### src/rtl/rf_read_arbiter_if.sv
// Requester-side bundle for rf_read_arbiter: core and network request/response
// channels plus the shared response data. Optional build macro: RF_ARB_ZERO_X0_EN.
interface rf_read_arbiter_if #(
    parameter int DATA_W = 32,
    parameter int ADDR_W = 5
);
    logic              core_req_valid;
    logic              core_req_ready;
    logic [ADDR_W-1:0] core_rs1;
    logic [ADDR_W-1:0] core_rs2;
    logic              core_rsp_valid;
    logic              core_rsp_ready;

    logic              net_req_valid;
    logic              net_req_ready;
    logic [ADDR_W-1:0] net_rs1;
    logic [ADDR_W-1:0] net_rs2;
    logic              net_rsp_valid;
    logic              net_rsp_ready;

    logic [DATA_W-1:0] rsp_data1;
    logic [DATA_W-1:0] rsp_data2;

    modport master (
        output core_req_valid, core_rs1, core_rs2, core_rsp_ready,
        output net_req_valid, net_rs1, net_rs2, net_rsp_ready,
        input  core_req_ready, core_rsp_valid,
        input  net_req_ready, net_rsp_valid,
        input  rsp_data1, rsp_data2
    );

    modport slave (
        input  core_req_valid, core_rs1, core_rs2, core_rsp_ready,
        input  net_req_valid, net_rs1, net_rs2, net_rsp_ready,
        output core_req_ready, core_rsp_valid,
        output net_req_ready, net_rsp_valid,
        output rsp_data1, rsp_data2
    );
endinterface

### src/rtl/rf_read_arbiter.sv
// Round-robin arbiter/sequencer sharing the register-file dual read mux between
// core and network. Define RF_ARB_ZERO_X0_EN to return zero for register index 0.
module rf_read_arbiter #(
    parameter int DATA_W = 32,
    parameter int ADDR_W = 5
) (
    input  logic              clk,
    input  logic              rst,
    rf_read_arbiter_if.slave  bus,
    output logic [ADDR_W-1:0] selrs1,
    output logic [ADDR_W-1:0] selrs2,
    output logic              reg_select,
    input  logic [DATA_W-1:0] mux_data1,
    input  logic [DATA_W-1:0] mux_data2,
    output logic              busy
);
    localparam logic [1:0] ST_IDLE = 2'd0;
    localparam logic [1:0] ST_SEL  = 2'd1;
    localparam logic [1:0] ST_CAP  = 2'd2;
    localparam logic [1:0] ST_RESP = 2'd3;

    logic [1:0]        state;
    logic              last_grant;   // 0 core, 1 net
    logic              grant_core;
    logic              grant_net;
    logic              accept;
    logic              owner_ready;
    logic [DATA_W-1:0] cap1;
    logic [DATA_W-1:0] cap2;
    logic [DATA_W-1:0] rsp_q1;
    logic [DATA_W-1:0] rsp_q2;

    // On a tie the requester that did not win last time is granted.
    always_comb begin
        grant_core  = bus.core_req_valid & (~bus.net_req_valid | last_grant);
        grant_net   = bus.net_req_valid & (~bus.core_req_valid | ~last_grant);
        accept      = (state == ST_IDLE) & (bus.core_req_valid | bus.net_req_valid);
        owner_ready = reg_select ? bus.net_rsp_ready : bus.core_rsp_ready;
    end

    always_comb begin
`ifdef RF_ARB_ZERO_X0_EN
        cap1 = (selrs1 == '0) ? '0 : mux_data1;
        cap2 = (selrs2 == '0) ? '0 : mux_data2;
`else
        cap1 = mux_data1;
        cap2 = mux_data2;
`endif
    end

    always_comb begin
        bus.core_req_ready = (state == ST_IDLE) & grant_core;
        bus.net_req_ready  = (state == ST_IDLE) & grant_net;
        bus.core_rsp_valid = (state == ST_RESP) & ~reg_select;
        bus.net_rsp_valid  = (state == ST_RESP) & reg_select;
        bus.rsp_data1      = rsp_q1;
        bus.rsp_data2      = rsp_q2;
        busy               = (state != ST_IDLE);
    end

    always_ff @(posedge clk or posedge rst) begin
        if (rst) begin
            state      <= ST_IDLE;
            last_grant <= 1'b1;
            reg_select <= 1'b0;
            selrs1     <= '0;
            selrs2     <= '0;
            rsp_q1     <= '0;
            rsp_q2     <= '0;
        end else begin
            case (state)
                ST_IDLE: begin
                    if (accept) begin
                        state      <= ST_SEL;
                        reg_select <= grant_net;
                        last_grant <= grant_net;
                        selrs1     <= grant_net ? bus.net_rs1 : bus.core_rs1;
                        selrs2     <= grant_net ? bus.net_rs2 : bus.core_rs2;
                    end
                end
                ST_SEL: state <= ST_CAP;
                ST_CAP: begin
                    rsp_q1 <= cap1;
                    rsp_q2 <= cap2;
                    state  <= ST_RESP;
                end
                ST_RESP: begin
                    if (owner_ready) state <= ST_IDLE;
                end
                default: state <= ST_IDLE;
            endcase
        end
    end
endmodule
### src/flat_wrapper.sv
// flat-port wrapper written by rule: the top's interface ports become plain ports
module rf_read_arbiter_flat 
#(
    parameter int DATA_W = 32,
    parameter int ADDR_W = 5
)
  (clk, rst, selrs1, selrs2, reg_select, mux_data1, mux_data2, busy, bus_core_req_valid, bus_core_rs1, bus_core_rs2, bus_core_rsp_ready, bus_net_req_valid, bus_net_rs1, bus_net_rs2, bus_net_rsp_ready, bus_core_req_ready, bus_core_rsp_valid, bus_net_req_ready, bus_net_rsp_valid, bus_rsp_data1, bus_rsp_data2);
  rf_read_arbiter_if #(.DATA_W(DATA_W), .ADDR_W(ADDR_W)) bus_i ();
  input  logic clk;
  input  logic rst;
  output logic [ADDR_W-1:0] selrs1;
  output logic [ADDR_W-1:0] selrs2;
  output logic reg_select;
  input  logic [DATA_W-1:0] mux_data1;
  input  logic [DATA_W-1:0] mux_data2;
  output logic busy;
  input wire logic [$bits(bus_i.core_req_valid)-1:0] bus_core_req_valid;
  input wire logic [$bits(bus_i.core_rs1)-1:0] bus_core_rs1;
  input wire logic [$bits(bus_i.core_rs2)-1:0] bus_core_rs2;
  input wire logic [$bits(bus_i.core_rsp_ready)-1:0] bus_core_rsp_ready;
  input wire logic [$bits(bus_i.net_req_valid)-1:0] bus_net_req_valid;
  input wire logic [$bits(bus_i.net_rs1)-1:0] bus_net_rs1;
  input wire logic [$bits(bus_i.net_rs2)-1:0] bus_net_rs2;
  input wire logic [$bits(bus_i.net_rsp_ready)-1:0] bus_net_rsp_ready;
  output wire logic [$bits(bus_i.core_req_ready)-1:0] bus_core_req_ready;
  output wire logic [$bits(bus_i.core_rsp_valid)-1:0] bus_core_rsp_valid;
  output wire logic [$bits(bus_i.net_req_ready)-1:0] bus_net_req_ready;
  output wire logic [$bits(bus_i.net_rsp_valid)-1:0] bus_net_rsp_valid;
  output wire logic [$bits(bus_i.rsp_data1)-1:0] bus_rsp_data1;
  output wire logic [$bits(bus_i.rsp_data2)-1:0] bus_rsp_data2;
  assign bus_i.core_req_valid = bus_core_req_valid;
  assign bus_i.core_rs1 = bus_core_rs1;
  assign bus_i.core_rs2 = bus_core_rs2;
  assign bus_i.core_rsp_ready = bus_core_rsp_ready;
  assign bus_i.net_req_valid = bus_net_req_valid;
  assign bus_i.net_rs1 = bus_net_rs1;
  assign bus_i.net_rs2 = bus_net_rs2;
  assign bus_i.net_rsp_ready = bus_net_rsp_ready;
  assign bus_core_req_ready = bus_i.core_req_ready;
  assign bus_core_rsp_valid = bus_i.core_rsp_valid;
  assign bus_net_req_ready = bus_i.net_req_ready;
  assign bus_net_rsp_valid = bus_i.net_rsp_valid;
  assign bus_rsp_data1 = bus_i.rsp_data1;
  assign bus_rsp_data2 = bus_i.rsp_data2;
  rf_read_arbiter #(.DATA_W(DATA_W), .ADDR_W(ADDR_W)) u_core (.clk(clk), .rst(rst), .bus(bus_i), .selrs1(selrs1), .selrs2(selrs2), .reg_select(reg_select), .mux_data1(mux_data1), .mux_data2(mux_data2), .busy(busy));
endmodule
### config.mk
export PLATFORM = sky130hd
export DESIGN_NAME = rf_read_arbiter_flat
export DESIGN_NICKNAME = d
export VERILOG_FILES = /design/src/rtl/rf_read_arbiter_if.sv /design/src/rtl/rf_read_arbiter.sv /design/src/flat_wrapper.sv
export SDC_FILE = /design/constraint.sdc
export NUM_CORES = 1
export LEC_CHECK = 0
export ABC_AREA = 1
export CAP_MARGIN = 25
export CORE_MARGIN = 4
export CORE_UTILIZATION = 39
export CTS_BUF_LIST = sky130_fd_sc_hd__clkbuf_8 sky130_fd_sc_hd__clkbuf_16
export CTS_CLUSTER_DIAMETER = 100
export DETAILED_ROUTE_END_ITERATION = 10
export PLACE_DENSITY = 0.8
export SKIP_LAST_GASP = 1
export SLEW_MARGIN = 15
export SYNTH_ARGS = -nofsm -noshare
export SYNTH_HDL_FRONTEND = slang
export SYNTH_SLANG_ARGS = --single-unit
### constraint.sdc
create_clock -name clk -period 2.8 [get_ports clk]
set_clock_uncertainty 0.05 [all_clocks]
set_input_delay 0.56 -clock clk [delete_from_list [all_inputs] [get_ports clk]]
set_output_delay 0.56 -clock clk [all_outputs]
set_load 0.05 [all_outputs]
==> results.md, run 1 <==
* Status: finished, final reports clean
* Register area at approximately 2000 sq um
* MaxCap Viol Count at 0
* Layout fillers at around 650
* Largest net degree at the start of global routing at 65
* Syn Nets at 477
* I/O pins at 170
* Die Y at ~100 um
* Multi-input gate area at 1095 sq um
* Initial core utilization at between 40% and 50%
* Post-cts gate resize count at 0
* Yosys reg bits at 78
* Detailed-route via count at between 3,000 and 4,000
* Final Max Tran Viols at 0
* Ys Warns at 0
* Sink Count at around 80
* Global route total overflow at 0
* # port buffers at approximately 170
* Die X at 98.57 um
* Inserted Clock Buffers at 9
* Final setup fails at 0
* Row cnt at 32
* Placer Congestion at ~0.81
* R2R depth at 7
* Pre-Repair DR Iteration Count at 5
* Drt first-iter violations at 110
* Power Dens Cells at 1429 nW/um^2
* Clock buffer depth at 2
* Pleak at around 0.0026 uW
* Wirelength, routed at between 8 and 9 mm
* Worst-path maximum fanout at 4
* Final min period at ~2.6 ns
* Drt via density at between 4 and 5
* Commonest non-fill, non-tap cell in the layout: nand2_1
* Mapped Avg Cell Area at between 8 and 9 sq um
* GRT Util Overall at a little under a fifth
* Drt wl/cell at 13.52 um
* Hold depth at 2
* DP HPWL at about 6.6 mm
* Post-DRT Antenna Nets at 0
* First-pass GRT wire length at approximately 15 mm
* Worst-skew pair later-pin latency at about 0.33 ns
* Area Growth Syn to Fin at 64.14%
* Post-route DRC violation count at 0
* # diodes at 0
* Yosys cell types at 15
* RSZ-0062 raised after global routing: no
* Critical Path Sink Type: output port
* Cell count after synthesis at between 300 and 400
* Root Buffer: clkbuf_8
* Max Clk Rate at 0.3871 GHz
* Layout Nets at 645
* Worst min path class: flip-flop to flip-flop
* CP Launch Type: flip-flop
* Synthesized area at roughly 3200 sq um
* Most frequent cells in the layout: nand2_1 (245), clkdlybuf4s50_1 (167), dfrtp_1 (77)
* Core area at about 8000 sq um
* Clk pin slew, worst setup/hold paths at roughly 0.070 ns
* Worst Hold End: u_core.bus.rsp_data1[25]
* CTS H-tree depth at 3
* CTS tree: yes
* Cts hold-fix bufs at 0
* Worst vdd ir at 0.001033 V
* Die area at just under 10,000 sq um
* Initial antenna violation count at 0
* Hold Fails Final Rpt at 0
* Critical path type: flip-flop to output port
* Crit Reg-Reg Endpoint: u_core.selrs2[4]
* Hold WS at about 0.42 ns
* Worst r2r src: u_core.state[0]
* Tcrit/Tclk final at about 90%
* Final worst setup slack at 0.2168 ns
* Reg2reg setup slack at 1.11 ns
* DP Worst Slack at 0.4743 ns
* Vias in the first global route at approximately 3,000
* Slew @ Worst Pin at between 0.6 and 0.7 ns
* Worst Min Path Start: u_core.bus.rsp_data1[25]
* Setup bufs post-CTS at 0
* Slew HR at between 50% and 60%
* Worst path required time at about 2.2 ns
* Sequential area share after synthesis at 61.05%
* WP data arrival at 1.97 ns
* Sum Neg Setup Slack at 0 ns
* Share of layout cells above drive strength 1 at a little over 5%
[per-layer routing]
| layer | global-route usage (%) | vias up | share of wire [%] | wire [um] |
|---|---|---|---|---|
| met1 | 21.99 | 1409 | 40 | 3586 |
| met5 | 0 | - | 0 | 0 |
| met2 | 32.24 | 106 | 51 | 4522 |
| met4 | 6.618 | 0 | 1.7 | 148 |
| met3 | 4.671 | 13 | 7.2 | 637 |
| li1 | - | 1491 | - | - |
[metrics by stage]
| step | instances | area [sq um] | total power, uW | utilization (%) |
|---|---|---|---|---|
| floorplan | 384 | 3199 | 4975 | - |
| global placement | 643 | 5015 | 6503 | 63.90 |
| detailed placement | 643 | 5015 | 6587 | 63.90 |
| CTS | 658 | 5251 | 7594 | 66.92 |
| global route | 658 | 5251 | 7950 | 66.92 |
| finish | 658 | 5251 | 7506 | 66.92 |
[synthesized netlist by cell type]
cell type / n / area share, %
a211oi_1: 1 / 0.23
o21ai_0: 2 / 0.31
ha_1: 3 / 1.2
clkbuf_1: 1 / 0.12
dfrtp_1: 77 / 60
a21oi_2: 1 / 0.27
buf_6: 1 / 0.35
nand3b_1: 4 / 0.94
nand2_1: 245 / 29
inv_1: 15 / 1.8
buf_2: 15 / 2.3
nand3_1: 15 / 2.3
nor2_1: 1 / 0.12
inv_2: 2 / 0.23
dfstp_2: 1 / 0.82
[logic make-up after synthesis]
logic type,Yosys count,share of synthesized area [%]
and+or+nand+nor,265,32.15
DFF,78,61.05
buffers and inverters,34,4.810
AOI/OAI and AO/OA,4,0.8214
adders and majority gates,3,1.173
[worst max-delay path by stage]
stage / slack (ns) / cells after the start / end / from
after global placement: 0.54 / 5 / bus_net_req_ready / bus_core_req_valid
final: 0.22 / 4 / busy / u_core.state[0]
after floorplan: 0.05 / 4 / bus_core_req_ready / u_core.state[0]
after detailed placement: 0.47 / 5 / bus_net_req_ready / bus_core_req_valid
after global routing: 0.13 / 4 / busy / u_core.state[0]
after CTS: 0.20 / 4 / busy / u_core.state[1]
[state kept, by name, indices dropped and copies added, names as in the netlist]
signal                count
u_core.selrs1             5
u_core.state              2
u_core.selrs2             5
u_core.bus.rsp_data2     32
u_core.reg_select         1
u_core.last_grant         1
u_core.bus.rsp_data1     32
[critical path, cell delays in order (launching register included)]
cell and delay [ns]:
dfrtp_1 0.37, inv_1 0.08, ha_1 0.23, inv_1 0.13, clkdlybuf4s50_1 0.83
[power breakdown]
part	internal (uW)	switching, uW
registers	1700	299
clock network	607	375
logic	1430	3100
total	3740	3770
[area by class of cell]
cell class / instances / share of cell area [%]
flip-flops and latches: 78 / 37.19
well taps: 102 / 2.430
multi-input cells: 272 / 20.85
inverters: 17 / 1.239
clock buffers: 10 / 2.621
clock inverters: 5 / 1.882
repair buffers: 174 / 33.79
(Power assumes the default switching activity.)
==> inputs of run 2 (changes only) <==
- RECOVER_POWER: unset -> 100
==> run 2 against run 1 <==
Against the previous run: sequential cell count did not move; clock-buffer cell count did not move; final area fell by 1.1%; combinational power fell by 4.9%; critical endpoint unchanged; largest power group unchanged.
==> results.md, run 2 (synthesis gave the netlist of run 1 again) <==
* Status: finished, final reports clean
* CTS H-tree depth at 3 (unchanged)
* Post-route DRC violation count at 0 (unchanged)
* Layout fillers at 662 (+1.5%)
* Critical path type: flip-flop to output port
* WP data arrival at 2.02 ns (+0.05 ns)
* Setup bufs post-CTS at 0 (unchanged)
* Worst min path class: flip-flop to flip-flop
* Drt wl/cell at 13.54 um (+0.15%)
* Cts hold-fix bufs at 0 (unchanged)
* Sink Count at 78 (unchanged)
* GRT Util Overall at 18.44% (unchanged)
* Die Y at 98.57 um (unchanged)
* Layout Nets at 645 (unchanged)
* Drt via density at 4.573 (-0.33%)
* Sum Neg Setup Slack at 0 ns (unchanged)
* Crit. Startpoint: u_core.state[0]
* Worst Min Path Start: u_core.bus.rsp_data1[25]
* Worst r2r src: u_core.state[0]
* # diodes at 0 (unchanged)
* Die X at 98.57 um (unchanged)
* MaxCap Viol Count at 0 (unchanged)
* CP Launch Type: flip-flop
* Critical Path Sink Type: output port
* Die area at 9716 sq um (unchanged)
* Drt first-iter violations at 106 (-3.6%)
* Initial core utilization at 40.77% (unchanged)
* Power Dens Cells at 1397 nW/um^2 (-2.2%)
* DP Worst Slack at 0.4743 ns (unchanged)
* Tcrit/Tclk final at 93.86% (+1.6 points)
* Clk pin slew, worst setup/hold paths at 0.07 ns (about the same)
* Wirelength, routed at 8.908 mm (+0.15%)
* Initial antenna violation count at 0 (unchanged)
* Post-cts gate resize count at 0 (unchanged)
* Most frequent cells in the layout: nand2_1 (245), clkdlybuf4s50_1 (88), dlygate4sd3_1 (79)
* Commonest non-fill, non-tap cell in the layout: nand2_1
* CTS tree: yes
* Area Growth Syn to Fin at 62.38%
* Vias in the first global route at 3,035 (unchanged)
* DP HPWL at 6.639 mm (unchanged)
* Final setup fails at 0 (unchanged)
* Detailed-route via count at 3,009 (-0.33%)
* Cells after DPL at 643 (unchanged)
* Worst path required time at 2.19 ns (about the same)
* Max Clk Rate at 0.3805 GHz (-1.7%)
* Pre-Repair DR Iteration Count at 4 (-1)
* Inserted Clock Buffers at 9 (unchanged)
* RSZ-0062 raised after global routing: no
* First-pass GRT wire length at 14.60 mm (unchanged)
* Largest net degree at the start of global routing at 65 (unchanged)
* Final min period at 2.628 ns (+0.04494 ns)
* Worst-skew pair later-pin latency at 0.33 ns (about the same)
* Clock buffer depth at 2 (unchanged)
* Placer Congestion at 0.8054 (unchanged)
* Post-route insts no fill at 658 (unchanged)
* Pleak at 0.002696 uW (+2.6%)
* Final Max Tran Viols at 0 (unchanged)
* Worst-path maximum fanout at 4 (unchanged)
* Hold Fails Final Rpt at 0 (unchanged)
* Global route total overflow at 0 (unchanged)
* Row cnt at 32 (unchanged)
* Worst vdd ir at 0.001010 V (-2.2%)
* Final worst setup slack at 0.1719 ns (-0.04494 ns)
* # port buffers at 169 (unchanged)
* Share of layout cells above drive strength 1 at 4.137% (-0.90 points)
* Core area at 7848 sq um (unchanged)
* I/O pins at 170 (unchanged)
* Root Buffer: clkbuf_8
* Slew HR at 7.234% (-50 points)
* Overall power at 7259 uW (-3.3%)
* Post-DRT Antenna Nets at 0 (unchanged)
* Slew @ Worst Pin at 1.384 ns (+0.7395 ns)
## run 2: changes by cell type in the layout (fill, tap and decap cells not counted), moves of 2 or more
cell	change
dlygate4sd3_1	+79
clkbuf_1	+2
buf_12	-3
buf_4	-2
clkbuf_2	+2
clkdlybuf4s50_1	-79
## run 2: area by class of cell
class                      count  area (sq um)  share of cell area, %
clock inverter                 5         98.84                  1.903
multi-input combinational    272          1089                  20.95
clock buffer                  10         137.6                  2.649
timing repair buffer         174          1724                  33.19
sequential                    78          1953                  37.60
tap                          102         127.6                  2.457
inverter                      17         65.06                  1.252
## run 2: worst max-delay path: stages (launching register included)
cell and delay, ns:
dfrtp_1 0.37, inv_1 0.08, ha_1 0.23, inv_1 0.12, dlygate4sd3_1 0.89
## run 2: path summary, 6_finish.rpt
path | end | cells past startpoint | slack [ns]
worst max-delay path | busy | 4 | 0.17
worst min-delay path | u_core.bus.rsp_data1[25] | 2 | 0.42
worst max register to register | u_core.bus.rsp_data1[16] | 5 | 0.78
worst min register to register | u_core.bus.rsp_data1[25] | 2 | 0.42
max in group asynchronous | u_core.bus.rsp_data2[5] | 3 | 0.48
min in group asynchronous | u_core.bus.rsp_data1[2] | 2 | 0.92
## run 2: per-stage QoR
step | cell area [sq um] | hold slack [ns] | utilization, %
6_report | 5195 | 0.4153 | 66.20
3_5_place_dp | 5015 | 0.4076 | 63.90
4_1_cts | 5251 | 0.4251 | 66.92
3_3_place_gp | 5015 | 0.4022 | 63.90
2_1_floorplan | 3199 | 0.4193 | -
5_1_grt | 5195 | 0.4358 | 66.20
## run 2: per-layer routing
metal | track usage (%) | vias to the layer above | part of all wire (%)
met5 | 0 | - | 0
met4 | 6.618 | 0 | 1.5
met3 | 4.671 | 11 | 7.3
met2 | 32.24 | 92 | 51
met1 | 21.99 | 1413 | 40
li1 | - | 1493 | -
## run 2: power by group
part / leakage (uW) / internal [uW] / total, uW / switching [uW]
Clock: 0.000124 / 607 / 982 / 375
Combinational: 0.00161 / 1220 / 4310 / 3090
Sequential: 0.000957 / 1700 / 1970 / 275
